[config.mk]
export PLATFORM = sky130hd
export DESIGN_NAME = meco_command_writer_flat
export DESIGN_NICKNAME = d
export VERILOG_FILES = /design/src/rtl/meco_command_writer_pkg.sv /design/src/rtl/meco_command_writer_if.sv /design/src/rtl/meco_command_writer.sv /design/src/flat_wrapper.sv
export SDC_FILE = /design/constraint.sdc
export NUM_CORES = 1
export LEC_CHECK = 0
export BUFFER_PORTS_ARGS = -buffer_cell sky130_fd_sc_hd__buf_2
export CAP_MARGIN = 20
export CORE_AREA = 8 8 67 69
export DETAILED_ROUTE_END_ITERATION = 7
export DIE_AREA = 0 0 75 77
export GPL_TIMING_DRIVEN = 0
export PLACE_DENSITY = 0.82
export SLEW_MARGIN = 20
export SYNTH_ARGS = -nofsm -noshare
export SYNTH_HDL_FRONTEND = slang
export SYNTH_SLANG_ARGS = --single-unit
[constraint.sdc]
create_clock -name clk_i -period 3.15 [get_ports clk_i]
set_input_delay 0.63 -clock clk_i [delete_from_list [all_inputs] [get_ports clk_i]]
set_output_delay 0.63 -clock clk_i [all_outputs]
set_load 0.02 [all_outputs]
[src/rtl/meco_command_writer_pkg.sv]
// Shared types and constants for the command mailbox (writer and command processor side).
package meco_cmd_pkg;

  localparam int CMD_ADDR_W = 21;
  localparam int CMD_DATA_W = 16;

  localparam logic [CMD_ADDR_W-1:0] DEF_INSTR_ADDR   = 21'h00000F;
  localparam logic [CMD_ADDR_W-1:0] DEF_PAYLOAD_BASE = 21'h000010;

  // Header word layout, must match the command processor's decoder.
  // A header of all zeros means "mailbox empty" and is never committed.
  localparam int HDR_OPCODE_LSB = 8;
  localparam int HDR_OPCODE_W   = 8;
  localparam int HDR_LEN_LSB    = 0;
  localparam int HDR_LEN_W      = 8;
  localparam logic [CMD_DATA_W-1:0] HDR_EMPTY = '0;

  // state      | meaning
  // ST_IDLE    | waiting for a header word
  // ST_LOAD    | streaming payload words into RAM
  // ST_DRAIN   | packet overflowed, discarding until last word
  // ST_COMMIT  | writing header to the mailbox word
  // ST_WAIT    | idle gap between mailbox polls
  // ST_POLL_RD | issuing mailbox read
  // ST_POLL_CHK| checking read data for clear
  typedef enum logic [2:0] {
    ST_IDLE,
    ST_LOAD,
    ST_DRAIN,
    ST_COMMIT,
    ST_WAIT,
    ST_POLL_RD,
    ST_POLL_CHK
  } state_t;

endpackage

[src/rtl/meco_command_writer_if.sv]
// Command stream + RAM port bundle. master = command writer, slave = stream source / RAM side.
interface meco_command_writer_if
  import meco_cmd_pkg::*;
#(
  parameter int ADDR_W = CMD_ADDR_W,
  parameter int DATA_W = CMD_DATA_W
);

  logic              cmd_valid;
  logic              cmd_ready;
  logic [DATA_W-1:0] cmd_data;
  logic              cmd_last;

  logic [ADDR_W-1:0] ram_addr;
  logic [DATA_W-1:0] ram_data_out;
  logic [DATA_W-1:0] ram_data_in;
  logic              ram_en;
  logic              ram_wr;

  modport master (
    input  cmd_valid, cmd_data, cmd_last, ram_data_in,
    output cmd_ready, ram_addr, ram_data_out, ram_en, ram_wr
  );

  modport slave (
    output cmd_valid, cmd_data, cmd_last, ram_data_in,
    input  cmd_ready, ram_addr, ram_data_out, ram_en, ram_wr
  );

endinterface

[src/rtl/meco_command_writer.sv]
// Producer side of the shared-RAM command mailbox: payload first, header last, then poll for clear.
// Optional build macro MECO_CMDWR_TIMEOUT_EN adds a poll timeout that aborts the mailbox entry.
module meco_command_writer
  import meco_cmd_pkg::*;
#(
  parameter int                ADDR_W       = CMD_ADDR_W,
  parameter int                DATA_W       = CMD_DATA_W,
  parameter logic [ADDR_W-1:0] INSTR_ADDR   = ADDR_W'(DEF_INSTR_ADDR),
  parameter logic [ADDR_W-1:0] PAYLOAD_BASE = ADDR_W'(DEF_PAYLOAD_BASE),
  parameter int                MAX_WORDS    = 8,
  parameter int                POLL_GAP     = 4,
  parameter int                TIMEOUT_CYC  = 4096
) (
  input  logic                 clk_i,
  input  logic                 reset_i,
  meco_command_writer_if.master bus,
  output logic                 busy_o,
  output logic                 err_o
);

  if (MAX_WORDS < 1 || POLL_GAP < 0 || TIMEOUT_CYC < 1) begin : g_param_check
    $error("meco_command_writer: illegal parameter value");
  end

  localparam int CNT_W = $clog2(MAX_WORDS + 1);
  localparam logic [CNT_W-1:0] CNT_MAX = CNT_W'(MAX_WORDS);

  localparam int GAP_W = (POLL_GAP > 1) ? $clog2(POLL_GAP) : 1;
  localparam logic [GAP_W-1:0] GAP_LOAD = GAP_W'((POLL_GAP > 0) ? POLL_GAP - 1 : 0);
  // With no gap configured, skip ST_WAIT entirely instead of spending one cycle there.
  localparam state_t ST_AFTER_POLL = (POLL_GAP == 0) ? ST_POLL_RD : ST_WAIT;

  state_t              state_q, state_d;
  logic [CNT_W-1:0]    cnt_q, cnt_d;
  logic [DATA_W-1:0]   hdr_q, hdr_d;
  logic [GAP_W-1:0]    gap_q, gap_d;
  logic                err_q, err_d;

  logic                cmd_ready;
  logic                ram_en;
  logic                ram_wr;
  logic [ADDR_W-1:0]   ram_addr;
  logic [DATA_W-1:0]   ram_data_out;

  logic cmd_acc;
  logic cnt_full;
  logic poll_clear;
  logic tmo_abort;

  assign cmd_acc    = bus.cmd_valid && cmd_ready;
  assign cnt_full   = (cnt_q == CNT_MAX);
  assign poll_clear = (bus.ram_data_in == '0);

`ifdef MECO_CMDWR_TIMEOUT_EN
  localparam int TMO_W = (TIMEOUT_CYC > 1) ? $clog2(TIMEOUT_CYC) : 1;
  localparam logic [TMO_W-1:0] TMO_LOAD = TMO_W'(TIMEOUT_CYC - 1);

  logic [TMO_W-1:0] tmo_q, tmo_d;
  logic             polling;

  assign polling = (state_q == ST_WAIT) || (state_q == ST_POLL_RD) || (state_q == ST_POLL_CHK);
  // A clear seen on the very cycle the timer expires still counts as a normal completion.
  assign tmo_abort = polling && (tmo_q == '0) && !((state_q == ST_POLL_CHK) && poll_clear);

  // Poll timeout down-counter, loaded when the header is committed.
  always_ff @(posedge clk_i) begin
    if (reset_i) tmo_q <= '0;
    else         tmo_q <= tmo_d;
  end

  // Timeout counter next value.
  always_comb begin
    tmo_d = tmo_q;
    if (state_q == ST_COMMIT)        tmo_d = TMO_LOAD;
    else if (polling && tmo_q != '0) tmo_d = tmo_q - 1'b1;
  end
`else
  assign tmo_abort = 1'b0;
`endif

  // State and datapath registers.
  always_ff @(posedge clk_i) begin
    if (reset_i) begin
      state_q <= ST_IDLE;
      cnt_q   <= '0;
      hdr_q   <= '0;
      gap_q   <= '0;
      err_q   <= 1'b0;
    end else begin
      state_q <= state_d;
      cnt_q   <= cnt_d;
      hdr_q   <= hdr_d;
      gap_q   <= gap_d;
      err_q   <= err_d;
    end
  end

  // Next-state and datapath next values.
  always_comb begin
    state_d = state_q;
    cnt_d   = cnt_q;
    hdr_d   = hdr_q;
    gap_d   = gap_q;
    err_d   = err_q;
    unique case (state_q)
      ST_IDLE: begin
        if (cmd_acc) begin
          hdr_d   = bus.cmd_data;
          cnt_d   = '0;
          state_d = bus.cmd_last ? ST_COMMIT : ST_LOAD;
        end
      end
      ST_LOAD: begin
        if (cmd_acc) begin
          if (cnt_full) begin
            err_d   = 1'b1;
            // Overflow on the last word needs no draining.
            state_d = bus.cmd_last ? ST_IDLE : ST_DRAIN;
          end else begin
            cnt_d = cnt_q + 1'b1;
            if (bus.cmd_last) state_d = ST_COMMIT;
          end
        end
      end
      ST_DRAIN: begin
        if (cmd_acc && bus.cmd_last) state_d = ST_IDLE;
      end
      ST_COMMIT: begin
        gap_d = GAP_LOAD;
        if (hdr_q == HDR_EMPTY[DATA_W-1:0]) begin
          err_d   = 1'b1;
          state_d = ST_IDLE;
        end else begin
          state_d = ST_AFTER_POLL;
        end
      end
      ST_WAIT: begin
        if (gap_q == '0) state_d = ST_POLL_RD;
        else             gap_d   = gap_q - 1'b1;
      end
      ST_POLL_RD: state_d = ST_POLL_CHK;
      ST_POLL_CHK: begin
        gap_d   = GAP_LOAD;
        state_d = poll_clear ? ST_IDLE : ST_AFTER_POLL;
      end
      default: state_d = ST_IDLE;
    endcase
    if (tmo_abort) begin
      err_d   = 1'b1;
      state_d = ST_IDLE;
    end
  end

  // Stream handshake and RAM port; everything is held quiet while reset is asserted.
  always_comb begin
    cmd_ready    = 1'b0;
    ram_en       = 1'b0;
    ram_wr       = 1'b0;
    ram_addr     = INSTR_ADDR;
    ram_data_out = '0;
    if (!reset_i) begin
      unique case (state_q)
        ST_IDLE, ST_DRAIN: cmd_ready = 1'b1;
        ST_LOAD: begin
          cmd_ready = 1'b1;
          if (bus.cmd_valid && !cnt_full) begin
            ram_en       = 1'b1;
            ram_wr       = 1'b1;
            ram_addr     = PAYLOAD_BASE + ADDR_W'(cnt_q);
            ram_data_out = bus.cmd_data;
          end
        end
        ST_COMMIT: begin
          if (hdr_q != HDR_EMPTY[DATA_W-1:0]) begin
            ram_en       = 1'b1;
            ram_wr       = 1'b1;
            ram_data_out = hdr_q;
          end
        end
        ST_POLL_RD: ram_en = 1'b1;
        default: ;
      endcase
      // Abort clears the mailbox so the processor never picks up a stale command.
      if (tmo_abort) begin
        ram_en       = 1'b1;
        ram_wr       = 1'b1;
        ram_addr     = INSTR_ADDR;
        ram_data_out = '0;
      end
    end
  end

  assign bus.cmd_ready    = cmd_ready;
  assign bus.ram_en       = ram_en;
  assign bus.ram_wr       = ram_wr;
  assign bus.ram_addr     = ram_addr;
  assign bus.ram_data_out = ram_data_out;

  assign busy_o = !reset_i && (state_q != ST_IDLE);
  assign err_o  = err_q;

endmodule

[src/flat_wrapper.sv]
// flat-port wrapper written by rule: the top's interface ports become plain ports
module meco_command_writer_flat import meco_cmd_pkg::*;
#(
  parameter int                ADDR_W       = CMD_ADDR_W,
  parameter int                DATA_W       = CMD_DATA_W,
  parameter logic [ADDR_W-1:0] INSTR_ADDR   = ADDR_W'(DEF_INSTR_ADDR),
  parameter logic [ADDR_W-1:0] PAYLOAD_BASE = ADDR_W'(DEF_PAYLOAD_BASE),
  parameter int                MAX_WORDS    = 8,
  parameter int                POLL_GAP     = 4,
  parameter int                TIMEOUT_CYC  = 4096
)
  (clk_i, reset_i, busy_o, err_o, bus_cmd_valid, bus_cmd_data, bus_cmd_last, bus_ram_data_in, bus_cmd_ready, bus_ram_addr, bus_ram_data_out, bus_ram_en, bus_ram_wr);
  meco_command_writer_if #(.ADDR_W(ADDR_W), .DATA_W(DATA_W)) bus_i ();
  input  logic clk_i;
  input  logic reset_i;
  output logic busy_o;
  output logic err_o;
  input wire logic [$bits(bus_i.cmd_valid)-1:0] bus_cmd_valid;
  input wire logic [$bits(bus_i.cmd_data)-1:0] bus_cmd_data;
  input wire logic [$bits(bus_i.cmd_last)-1:0] bus_cmd_last;
  input wire logic [$bits(bus_i.ram_data_in)-1:0] bus_ram_data_in;
  output wire logic [$bits(bus_i.cmd_ready)-1:0] bus_cmd_ready;
  output wire logic [$bits(bus_i.ram_addr)-1:0] bus_ram_addr;
  output wire logic [$bits(bus_i.ram_data_out)-1:0] bus_ram_data_out;
  output wire logic [$bits(bus_i.ram_en)-1:0] bus_ram_en;
  output wire logic [$bits(bus_i.ram_wr)-1:0] bus_ram_wr;
  assign bus_i.cmd_valid = bus_cmd_valid;
  assign bus_i.cmd_data = bus_cmd_data;
  assign bus_i.cmd_last = bus_cmd_last;
  assign bus_i.ram_data_in = bus_ram_data_in;
  assign bus_cmd_ready = bus_i.cmd_ready;
  assign bus_ram_addr = bus_i.ram_addr;
  assign bus_ram_data_out = bus_i.ram_data_out;
  assign bus_ram_en = bus_i.ram_en;
  assign bus_ram_wr = bus_i.ram_wr;
  meco_command_writer #(.ADDR_W(ADDR_W), .DATA_W(DATA_W), .INSTR_ADDR(INSTR_ADDR), .PAYLOAD_BASE(PAYLOAD_BASE), .MAX_WORDS(MAX_WORDS), .POLL_GAP(POLL_GAP), .TIMEOUT_CYC(TIMEOUT_CYC)) u_core (.clk_i(clk_i), .reset_i(reset_i), .bus(bus_i), .busy_o(busy_o), .err_o(err_o));
endmodule
==> impl_results.md, run 1 <==
- Internal power: 0.591 mW
- Cell Area, Synth: 1650 sq um
- Vias in the first global route: 1551
- RSZ-0062 raised after global routing: false
- # IOs: 78
- Critical path buffer and inverter count: 3
- Setup CP Type: flop to output port
- Placed insts: 319
- HP Class: flop to flop
- Vias: 1637
- Die width: 75 microns
- Clock group share of total power: 0.260
- M2 GR Usage: 0.242
- Post-synth EDFFs: 0
- Share of layout cells above drive strength 1: 0.364
- Number of cell rows: 22
- CP endpoint kind: output port
- Slew Limit Fails: 0
- Fmax: 0.360 GHz
- GRT busiest layer: met2
- CTS Buf Count: 3
- Async set or reset register ratio after synthesis: 0
- Wire length per cell: 13.4 microns
- Pwr dens: 408 nW/um^2
- Max-cap violations: 0
- Area Growth Syn to Fin: 28.4%
- Yosys warnings: 0
- Ant diodes: 0
- Max stage delay on crit path: 0.36 ns
- P_leak: 1.00 nW
- H-tree depth: 1
- Cell breakdown of the critical path: nor4_1, nand4_1, and3b_1, buf_2, buf_2, a22o_1, buf_2
- R2R setup slack: 1.43 ns
- Worst clock skew: 0.00789 ns
- NetSw: 0.275 mW
- Post-CTS Hold Buffers: 0
- Post-CTS setup buffer count: 0
- Largest area contributor in the synthesized netlist: dfxtp_1
- CTS tree: done
- Final hold vios: 0
- Largest net degree at the start of global routing: 16
- Yosys reg bits: 26
- Sink Count: 26
- Crit path top cell by count: buf_2
- Met3 usage: 0.0364
- Die Ht: 77 microns
- Met1 Use GR: 0.179
- CP delay by family, top: simple AND/OR/NAND/NOR gates
- Die Area: 5780 sq um
- Most common cell in the synthesized netlist: dfxtp_1
- Worst R2R Start: u_core.state_q[2]
- Worst R2R Path Depth: 7
- CP max FO: 10
- Fill count: 339
- Endpoint of the worst hold path: u_core.hdr_q[1]
- Required time of the critical path: 2.52 ns
- Unique cell type count in the Yosys netlist: 39
- Seq pwr share: 0.427
- Tot GR Track Use: 0.146
- Clock Tree Root: clkbuf_4
- Predominant post-synthesis flop cell: dfxtp_1
- Wirelength, routed: 4320 microns
- Synth top area cells: dfxtp_1, a22o_1, buf_4, mux2i_1, nor2_1
- Total power: 0.867 mW
- Worst path slowest cell: dfxtp_1
- Post_cts resized: 0
- PortBufs: 60
- Initial antenna violation count: 0
- Nets@finish: 315
- Clock slew at reported path FFs: 0.14 ns
- Clk buf depth: 2
- Post-DP HPWL: 3510 microns
- Final hold slack: 0.509 ns
- TritonRoute pass-1 iters: 4
- Global-route wire length before repair: 6930 microns
- Gr ovfl total: 0
- Post-Layout Cell Count: 323
- Post-route ant nets: 0
- Switching Fraction: 0.318
- Core Region: 3500 sq um
- TNS Setup: 0 ns
- Register area share after synthesis: 0.315
- Hold depth: 2
- Hold_sp: u_core.hdr_q[1]
- Synth top cells by count: dfxtp_1, nor2_1, buf_4
- Final min period: 2.78 ns
- Max VDD drop: 0.214 mV
- DRT iter0 DRCs: 65
- Final setup vio count: 0
- Reg-to-reg endpoint: u_core.hdr_q[13]
- CP startpoint kind: flop
- Via density: 5.07
- Initial Utilization: 0.473
- Drc violations: 0
- Logic gate share of total power: 0.313
- Fin crit share: 0.882
- WP data arrival: 2.15 ns
- Avg Synthesized Cell Area: 8.43 sq um
- Status: complete, no violations
- Worst-Skew Late Latency: 0.32 ns
- Post-synth top area share: 0.315
- Mapped Cells: 196
- Routability congestion estimate: 0.819
[stage by stage]
| step | instance area (sq um) | setup WS [ns] | util |
|---|---|---|---|
| final | 2120 | 0.372 | 0.607 |
| after CTS | 2120 | 0.379 | 0.607 |
| after detailed placement | 2070 | 0.453 | 0.592 |
| after floorplan | 1710 | 0.721 | - |
| after global routing | 2120 | 0.219 | 0.607 |
| after global placement | 2070 | 0.447 | 0.592 |
[logic make-up (layout without fill, tap and decap cells)]
kind of cell,count (synthesis),after routing,share of synthesized area
AND/OR/NAND/NOR,66,66,0.233
buffers and inverters,39,103,0.151
adder cells (fa/ha/maj),3,3,0.0227
flip-flops,26,26,0.315
AO/OA/AOI/OAI,48,48,0.199
XOR/XNOR,3,3,0.0159
multiplexers,10,10,0.0606
other,1,16,0.00227
[worst min-delay path, cell delays in order, from the launching register on]
cell and delay, ns:
dfxtp_1 0.35, o21ai_0 0.07, a21oi_1 0.06
[cells in the final DEF, fill, tap and decap left out, drive strengths merged, types with 2 or more instances in the layout]
cell type   n
buf        88
dfxtp      26
nor2       21
a22o       18
conb       16
a21oi      14
nand2      13
mux2i      10
o21ai       9
nor4        9
inv         8
clkbuf      6
nor3        5
nand4       3
xnor2       3
ha          3
and3b       2
nand2b      2
nand3       2
a211oi      2
or3         2
[power by group through the flow]
stage	combinational, mW	clock (mW)	sequential, mW
finish	0.271	0.225	0.370
global route	0.297	0.241	0.372
CTS	0.271	0.233	0.369
detailed placement	0.270	0	0.376
global placement	0.266	0	0.375
floorplan	0.197	0	0.372
[metal layers]
metal,part of all wire,vias up
met1,0.44,737
met5,0,-
li1,-,835
met3,0.079,4
met4,0.0086,0
met2,0.47,61
[area by class of cell]
type,instances,area (sq um),area share
clock buffer,3,22.5,0.0106
tap,48,60.1,0.0283
clock inverter,1,30.0,0.0142
timing repair buffer,60,300,0.142
multi-input combinational,146,938,0.442
buffer,31,220,0.104
inverter,8,30.0,0.0142
sequential,26,520,0.245
[worst max path at each step]
stage	startpoint	end	slack [ns]	cells after the start
floorplan	reset_i	bus_ram_data_out[10]	0.72	7
global placement	reset_i	bus_ram_data_out[5]	0.45	8
detailed placement	reset_i	bus_ram_data_out[13]	0.45	8
CTS	u_core.hdr_q[8]	bus_ram_data_out[13]	0.38	7
global route	u_core.state_q[1]	bus_ram_data_out[14]	0.22	7
finish	u_core.hdr_q[8]	bus_ram_data_out[13]	0.37	7
[sequential cells by signal, summed over array words and instances (netlist names)]
name	cells
u_core.hdr_q	16
u_core.state_q	3
u_core.cnt_q	4
u_core.err_o	1
u_core.gap_q	2
No activity file was read; power rests on OpenSTA's default activity.
==> inputs of run 2 (changes only) <==
--- a/config.mk
+++ b/config.mk
@@ -5,8 +5,8 @@
 export SDC_FILE = /design/constraint.sdc
 export NUM_CORES = 1
 export LEC_CHECK = 0
-export BUFFER_PORTS_ARGS = -buffer_cell sky130_fd_sc_hd__buf_2
-export CAP_MARGIN = 20
+export BUFFER_PORTS_ARGS = -buffer_cell sky130_fd_sc_hd__buf_4
+export CAP_MARGIN = 0
 export CORE_AREA = 8 8 67 69
 export DETAILED_ROUTE_END_ITERATION = 7
 export DIE_AREA = 0 0 75 77
==> run 2 against run 1 <==
  * Hold slack better by 0.0041 ns
  * Total power is 3.7% higher
  * Cell count stayed put
  * Cell area is 7.1% higher
  * Count of clock-buffer cells in the layout stayed put
  * Sequential power hardly changed
  * Non-clock buffer count stayed put
  * Sequential share of layout area is 1.6 points lower
  * First-iteration DRC count is 55% higher
  * Flip-flop and latch count stayed put
  * Critical path type unchanged
==> impl_results.md, run 2 (synthesis gave the netlist of run 1 again) <==
- Sink Count: 26 (unchanged)
- HP Class: flop to flop
- CP endpoint kind: output port
- Worst R2R Path Depth: 7 (unchanged)
- Vias in the first global route: 1680 (+8.3%)
- Routability congestion estimate: 0.829 (+1.2%)
- Top flop regs: u_core.hdr_q: 16 flops, u_core.cnt_q: 4 flops, u_core.state_q: 3 flops
- Final min period: 2.80 ns (+0.0192 ns)
- Max-cap violations: 0 (unchanged)
- PortBufs: 60 (unchanged)
- Fin crit share: 0.888 (+0.00610)
- # IOs: 78 (unchanged)
- Fmax: 0.358 GHz (-0.69%)
- Drc violations: 0 (unchanged)
- Hold depth: 2 (unchanged)
- Vias: 1650 (+0.79%)
- Post-CTS Hold Buffers: 0 (unchanged)
- Post-route ant nets: 0 (unchanged)
- Via density: 5.11 (+0.79%)
- Nets@finish: 315 (unchanged)
- RSZ-0062 raised after global routing: false
- Max reg flops: 16 (unchanged)
- R2R setup slack: 1.43 ns (about the same)
- Share of layout cells above drive strength 1: 0.364 (unchanged)
- CP max FO: 10 (unchanged)
- Crit path top cell by count: buf_2
- FF/Latch Area: 520 sq um (unchanged)
- Worst clock skew: 0.00424 ns (-0.00365 ns)
- Ant diodes: 0 (unchanged)
- CP startpoint kind: flop
- Core Region: 3500 sq um (unchanged)
- Required time of the critical path: 2.52 ns (about the same)
- Global-route wire length before repair: 7530 microns (+8.8%)
- Endpoint of the worst hold path: u_core.hdr_q[3]
- Area Growth Syn to Fin: 37.5%
- Slew Limit Fails: 0 (unchanged)
- Wire length per cell: 14.1 microns (+5.5%)
- Hold_sp: u_core.hdr_q[3]
- Dpl ws: 0.443 ns (-0.00989 ns)
- Clock slew at reported path FFs: 0.14 ns (about the same)
- Max VDD drop: 0.199 mV (-6.9%)
- Worst-Skew Late Latency: 0.34 ns (+0.02 ns)
- Die Area: 5780 sq um (unchanged)
- Initial antenna violation count: 0 (unchanged)
- Post-DP HPWL: 3660 microns (+4.3%)
- Fill count: 325 (-4.1%)
- Top reg by flops: u_core.hdr_q
- Largest net degree at the start of global routing: 16 (unchanged)
- P_leak: 1.04 nW (+3.6%)
- Die Ht: 77 microns (unchanged)
- TNS Setup: 0 ns (unchanged)
- Setup CP Type: flop to output port
- DRT iter0 DRCs: 101 (+55%)
- Final hold vios: 0 (unchanged)
- Initial Utilization: 0.473 (unchanged)
- Max stage delay on crit path: 0.36 ns (about the same)
- Post-CTS setup buffer count: 0 (unchanged)
- WP data arrival: 2.17 ns (+0.02 ns)
- CTS Buf Count: 3 (unchanged)
- Reg-to-reg endpoint: u_core.hdr_q[14]
- Cell breakdown of the critical path: nor4_1, nand4_1, and3b_1, buf_2, buf_2, a22o_1, buf_4
- Post_cts resized: 0 (unchanged)
- Final setup vio count: 0 (unchanged)
- Worst R2R Start: u_core.state_q[2]
- Commonest non-fill, non-tap cells in the layout: buf_4, dfxtp_1, nor2_1
- TritonRoute pass-1 iters: 4 (unchanged)
- Gr ovfl total: 0 (unchanged)
- Most common cell after layout, fill and taps aside: buf_4
- Number of cell rows: 22 (unchanged)
- Critical path buffer and inverter count: 3 (unchanged)
- Clock Tree Root: clkbuf_4
- Tot GR Track Use: 0.162 (+0.0164)
- Worst path slowest cell: dfxtp_1
- Wirelength, routed: 4560 microns (+5.5%)
- Multi-input logic area: 938 sq um (unchanged)
- CTS tree: done
- Clk buf depth: 2 (unchanged)
- PnR worst setup slack: 0.353 ns (-0.0192 ns)
- Die width: 75 microns (unchanged)
- Status: complete, no violations
- Pwr dens: 395 nW/um^2 (-3.1%)
- H-tree depth: 1 (unchanged)
- CP delay by family, top: simple AND/OR/NAND/NOR gates
run 2: metal layers:
layer / vias to the layer above / track usage / wire length [microns]
li1: 831 / - / -
met1: 734 / 0.200 / 1870
met2: 76 / 0.245 / 2140
met3: 9 / 0.0481 / 447
met4: 0 / 0.0804 / 101
met5: - / 0 / 0
run 2: worst max-delay path by stage:
stage          slack, ns  cells after the start       startpoint                   end
4_1_cts             0.35                      7  u_core.hdr_q[8]   bus_ram_data_out[5]
6_report            0.35                      7  u_core.hdr_q[8]   bus_ram_data_out[5]
3_5_place_dp        0.44                      8          reset_i   bus_ram_data_out[5]
2_1_floorplan       0.72                      7          reset_i  bus_ram_data_out[10]
3_3_place_gp        0.45                      8          reset_i   bus_ram_data_out[5]
5_1_grt             0.23                      7  u_core.hdr_q[1]  bus_ram_data_out[11]
run 2: where the power goes:
part,switching (mW),internal (mW)
combinational,0.162,0.132
clock,0.106,0.129
sequential,0.0183,0.351
total,0.286,0.613
run 2: layout make-up:
cell class,count,area share
clock buffers,3,0.00991
inverters,8,0.0132
plain buffers,31,0.0969
clock inverters,1,0.0132
repair buffers,60,0.198
multi-input cells,146,0.413
flip-flops and latches,26,0.229
well taps,48,0.0264
run 2: per-stage QoR:
stage / total power [mW] / cell area [sq um] / instances / utilization / hold slack, ns
2_1_floorplan: 0.569 / 1710 / 211 / - / 0.467
3_3_place_gp: 0.664 / 2220 / 319 / 0.635 / 0.480
3_5_place_dp: 0.669 / 2220 / 319 / 0.635 / 0.480
4_1_cts: 0.900 / 2270 / 323 / 0.650 / 0.514
5_1_grt: 0.945 / 2270 / 323 / 0.650 / 0.511
6_report: 0.899 / 2270 / 323 / 0.650 / 0.513
run 2: worst min-delay path, delay by kind of cell (launching register included):
kind | cells | cell delay [ns]
flops | 1 | 0.35
compound gates | 2 | 0.13
==> inputs of run 3 (changes only) <==
--- a/config.mk
+++ b/config.mk
@@ -5,13 +5,14 @@
 export SDC_FILE = /design/constraint.sdc
 export NUM_CORES = 1
 export LEC_CHECK = 0
+export ABC_AREA = 1
 export BUFFER_PORTS_ARGS = -buffer_cell sky130_fd_sc_hd__buf_4
 export CAP_MARGIN = 0
-export CORE_AREA = 8 8 67 69
+export CORE_AREA = 8 8 72 74
 export DETAILED_ROUTE_END_ITERATION = 7
-export DIE_AREA = 0 0 75 77
+export DIE_AREA = 0 0 80 82
 export GPL_TIMING_DRIVEN = 0
-export PLACE_DENSITY = 0.82
+export PLACE_DENSITY = 0.77
 export SLEW_MARGIN = 20
 export SYNTH_ARGS = -nofsm -noshare
 export SYNTH_HDL_FRONTEND = slang
==> constraint.sdc (replaced) <==
create_clock -name clk_i -period 2.7 [get_ports clk_i]
set_input_delay 0.54 -clock clk_i [delete_from_list [all_inputs] [get_ports clk_i]]
set_output_delay 0.54 -clock clk_i [all_outputs]
set_load 0.02 [all_outputs]
==> run 3 against run 2 <==
  * Hold slack got worse by 0.043 ns
  * Synthesized cell count increased by 35%
  * Clock power grew 38%
  * Worst setup slack got worse by 0.086 ns
  * Flip-flop and latch count unchanged
  * Via count grew 17%
  * Sequential power grew 16%
  * Critical path type unchanged
  * Largest power group unchanged
  * Highest routed layer unchanged
==> impl_results.md, run 3 <==
- Status: complete, no violations
- P_leak: 1.17 nW (+13%)
- Synth top area cells: dfxtp_1, nand2_1, buf_4, nor2_1, a22oi_2
- M2 GR Usage: 0.264 (+0.0195)
- RSZ-0062 raised after global routing: false
- Met3 usage: 0.0339 (-0.0142)
- Initial antenna violation count: 0 (unchanged)
- Clock Tree Root: clkbuf_8
- PortBufs: 61 (+1.7%)
- Core Region: 4140 sq um (+19%)
- Post-Layout Cell Count: 397 (+23%)
- CTS Buf Count: 3 (unchanged)
- # IOs: 78 (unchanged)
- Max stage delay on crit path: 0.38 ns (+0.02 ns)
- Vias: 1930 (+17%)
- Post_cts resized: 0 (unchanged)
- Worst path slowest cell: dfxtp_1
- CP endpoint kind: output port
- Avg Synthesized Cell Area: 6.99 sq um (-17%)
- Clock slew at reported path FFs: 0.09 ns (-0.05 ns)
- Required time of the critical path: 2.16 ns (-0.36 ns)
- Pwr dens: 435 nW/um^2 (+10%)
- Sink Count: 26 (unchanged)
- Ant diodes: 0 (unchanged)
- Cell Area, Synth: 1850 sq um (+12%)
- Area Growth Syn to Fin: 35.1%
- Post-synth EDFFs: 0 (unchanged)
- Yosys warnings: 0 (unchanged)
- Placed insts: 393 (+23%)
- Final hold vios: 0 (unchanged)
- Via density: 4.86 (-4.8%)
- TritonRoute pass-1 iters: 4 (unchanged)
- Top reg by flops: u_core.hdr_q
- Top flop regs: u_core.hdr_q: 16 flops, u_core.cnt_q: 4 flops, u_core.state_q: 3 flops
- Die width: 80 microns (+6.7%)
- Cell breakdown of the critical path: inv_1, ha_1, nand3_1, nand2_4, nor3_4, inv_2, or2_1, buf_4
- GRT busiest layer: met2
- Tot GR Track Use: 0.152 (-0.0106)
- Initial Utilization: 0.447 (-0.0259)
- Vias in the first global route: 1816 (+8.1%)
- WP data arrival: 1.89 ns (-0.28 ns)
- Worst clock skew: 0.00368 ns (-0.000561 ns)
- Max-cap violations: 0 (unchanged)
- DRT iter0 DRCs: 110 (+8.9%)
- Final min period: 2.43 ns
- Largest net degree at the start of global routing: 16 (unchanged)
- Wirelength, routed: 4980 microns (+9.2%)
- Setup CP Type: flop to output port
- Fmax: 0.411 GHz
- Worst-Skew Late Latency: 0.27 ns (-0.07 ns)
- Die Ht: 82 microns (+6.5%)
- Commonest non-fill, non-tap cells in the layout: buf_4, nand2_1, nor2_1
- Dpl ws: 0.490 ns (+0.0468 ns)
- Max VDD drop: 0.234 mV (+18%)
- Routability congestion estimate: 0.911 (+9.8%)
- PnR worst setup slack: 0.268 ns (-0.0856 ns)
- Final hold slack: 0.469 ns (-0.0434 ns)
- CTS tree: done
- Largest area contributor in the synthesized netlist: dfxtp_1
- Synth top cells by count: nand2_1, nor2_1, dfxtp_1
- Nets@finish: 385 (+22%)
- Register area share after synthesis: 0.281 (-0.0338)
- Share of layout cells above drive strength 1: 0.357 (-0.00711)
- R2R setup slack: 1.20 ns (-0.23 ns)
- CP startpoint kind: flop
- Post-route ant nets: 0 (unchanged)
- Wire length per cell: 12.5 microns (-11%)
- Post-synth top area share: 0.281 (-0.0338)
- Global-route wire length before repair: 8160 microns (+8.2%)
- Yosys reg bits: 26 (unchanged)
- Fin crit share: 0.901
- Post-CTS Hold Buffers: 0 (unchanged)
- Number of cell rows: 24 (+9.1%)
- Mapped Cells: 265 (+35%)
- H-tree depth: 1 (unchanged)
- Predominant post-synthesis flop cell: dfxtp_1
- Gr ovfl total: 0 (unchanged)
- CP max FO: 5 (-5)
- Die Area: 6560 sq um (+14%)
- Final setup vio count: 0 (unchanged)
- Slew Limit Fails: 0 (unchanged)
- Drc violations: 0 (unchanged)
- Most common cell in the synthesized netlist: nand2_1
- Final Util: 0.604 (-0.0461)
- Met1 Use GR: 0.173 (-0.0273)
- Clk buf depth: 2 (unchanged)
- Most common cell after layout, fill and taps aside: buf_4
- Unique cell type count in the Yosys netlist: 31 (-21%)
- Post-DP HPWL: 4030 microns (+10%)
- HP Class: flop to flop
- TNS Setup: 0 ns (unchanged)
- Post-CTS setup buffer count: 0 (unchanged)
- Max reg flops: 16 (unchanged)
- Async set or reset register ratio after synthesis: 0 (unchanged)
run 3: cell types whose count changed after synthesis, moves of 7 or more:
cell     previous run  this run
a21oi_1            14        23
a22oi_2             0        10
nor2_1             21        37
nor2_2              0         7
mux2i_1            10         0
nand2_1            13        54
nor4_1              8         0
nand3_1             2        15
a22o_1             18         0
o21ai_0             9        16
run 3: worst max-delay path: cells and delay by family (launching register included):
family	cells	cell delay, ns
simple gates	4	0.70
flops	1	0.38
buf+inv	3	0.32
fa+ha+maj	1	0.21
run 3: path summary, 6_finish.rpt:
| kind | start | end | cells after the start |
|---|---|---|---|
| setup / recovery | u_core.cnt_q[0] | bus_ram_addr[3] | 8 |
| hold / removal | u_core.err_o | u_core.err_o | 2 |
| setup reg to reg | u_core.state_q[0] | u_core.hdr_q[14] | 6 |
| hold reg to reg | u_core.err_o | u_core.err_o | 2 |
run 3: where the power goes:
part | switching [mW] | total, mW | leakage, nW | internal, mW
logic | 0.199 | 0.336 | 0.921 | 0.137
registers | 0.0204 | 0.428 | 0.212 | 0.407
clock network | 0.127 | 0.325 | 0.0357 | 0.198
run 3: logic make-up after synthesis:
group / count (synthesis) / synth area share
flops: 26 / 0.281
simple gates: 131 / 0.341
xor+xnor: 2 / 0.00946
compound gates: 57 / 0.205
other cells: 1 / 0.00203
fa+ha+maj: 3 / 0.0203
buf+inv: 45 / 0.141
run 3: final cells by class:
class,count,area [sq um]
plain buffers,26,186
clock buffers,3,41.3
clock inverters,1,30.0
fillers,398,1640
inverters,19,73.8
multi-input cells,209,1130
flip-flops and latches,26,520
well taps,52,65.1
repair buffers,61,458
run 3: metrics by stage:
step	area [sq um]	power, mW
after floorplan	1910	0.660
after global placement	2430	0.766
after detailed placement	2430	0.772
after CTS	2500	1.09
after global routing	2500	1.15
final	2500	1.09
run 3: metal layers:
metal | routed length (microns) | vias to the layer above | share of wire
li1 | - | 1002 | -
met4 | 99 | 0 | 0.020
met3 | 370 | 10 | 0.074
met2 | 2440 | 58 | 0.49
met5 | 0 | - | 0
met1 | 2070 | 860 | 0.42
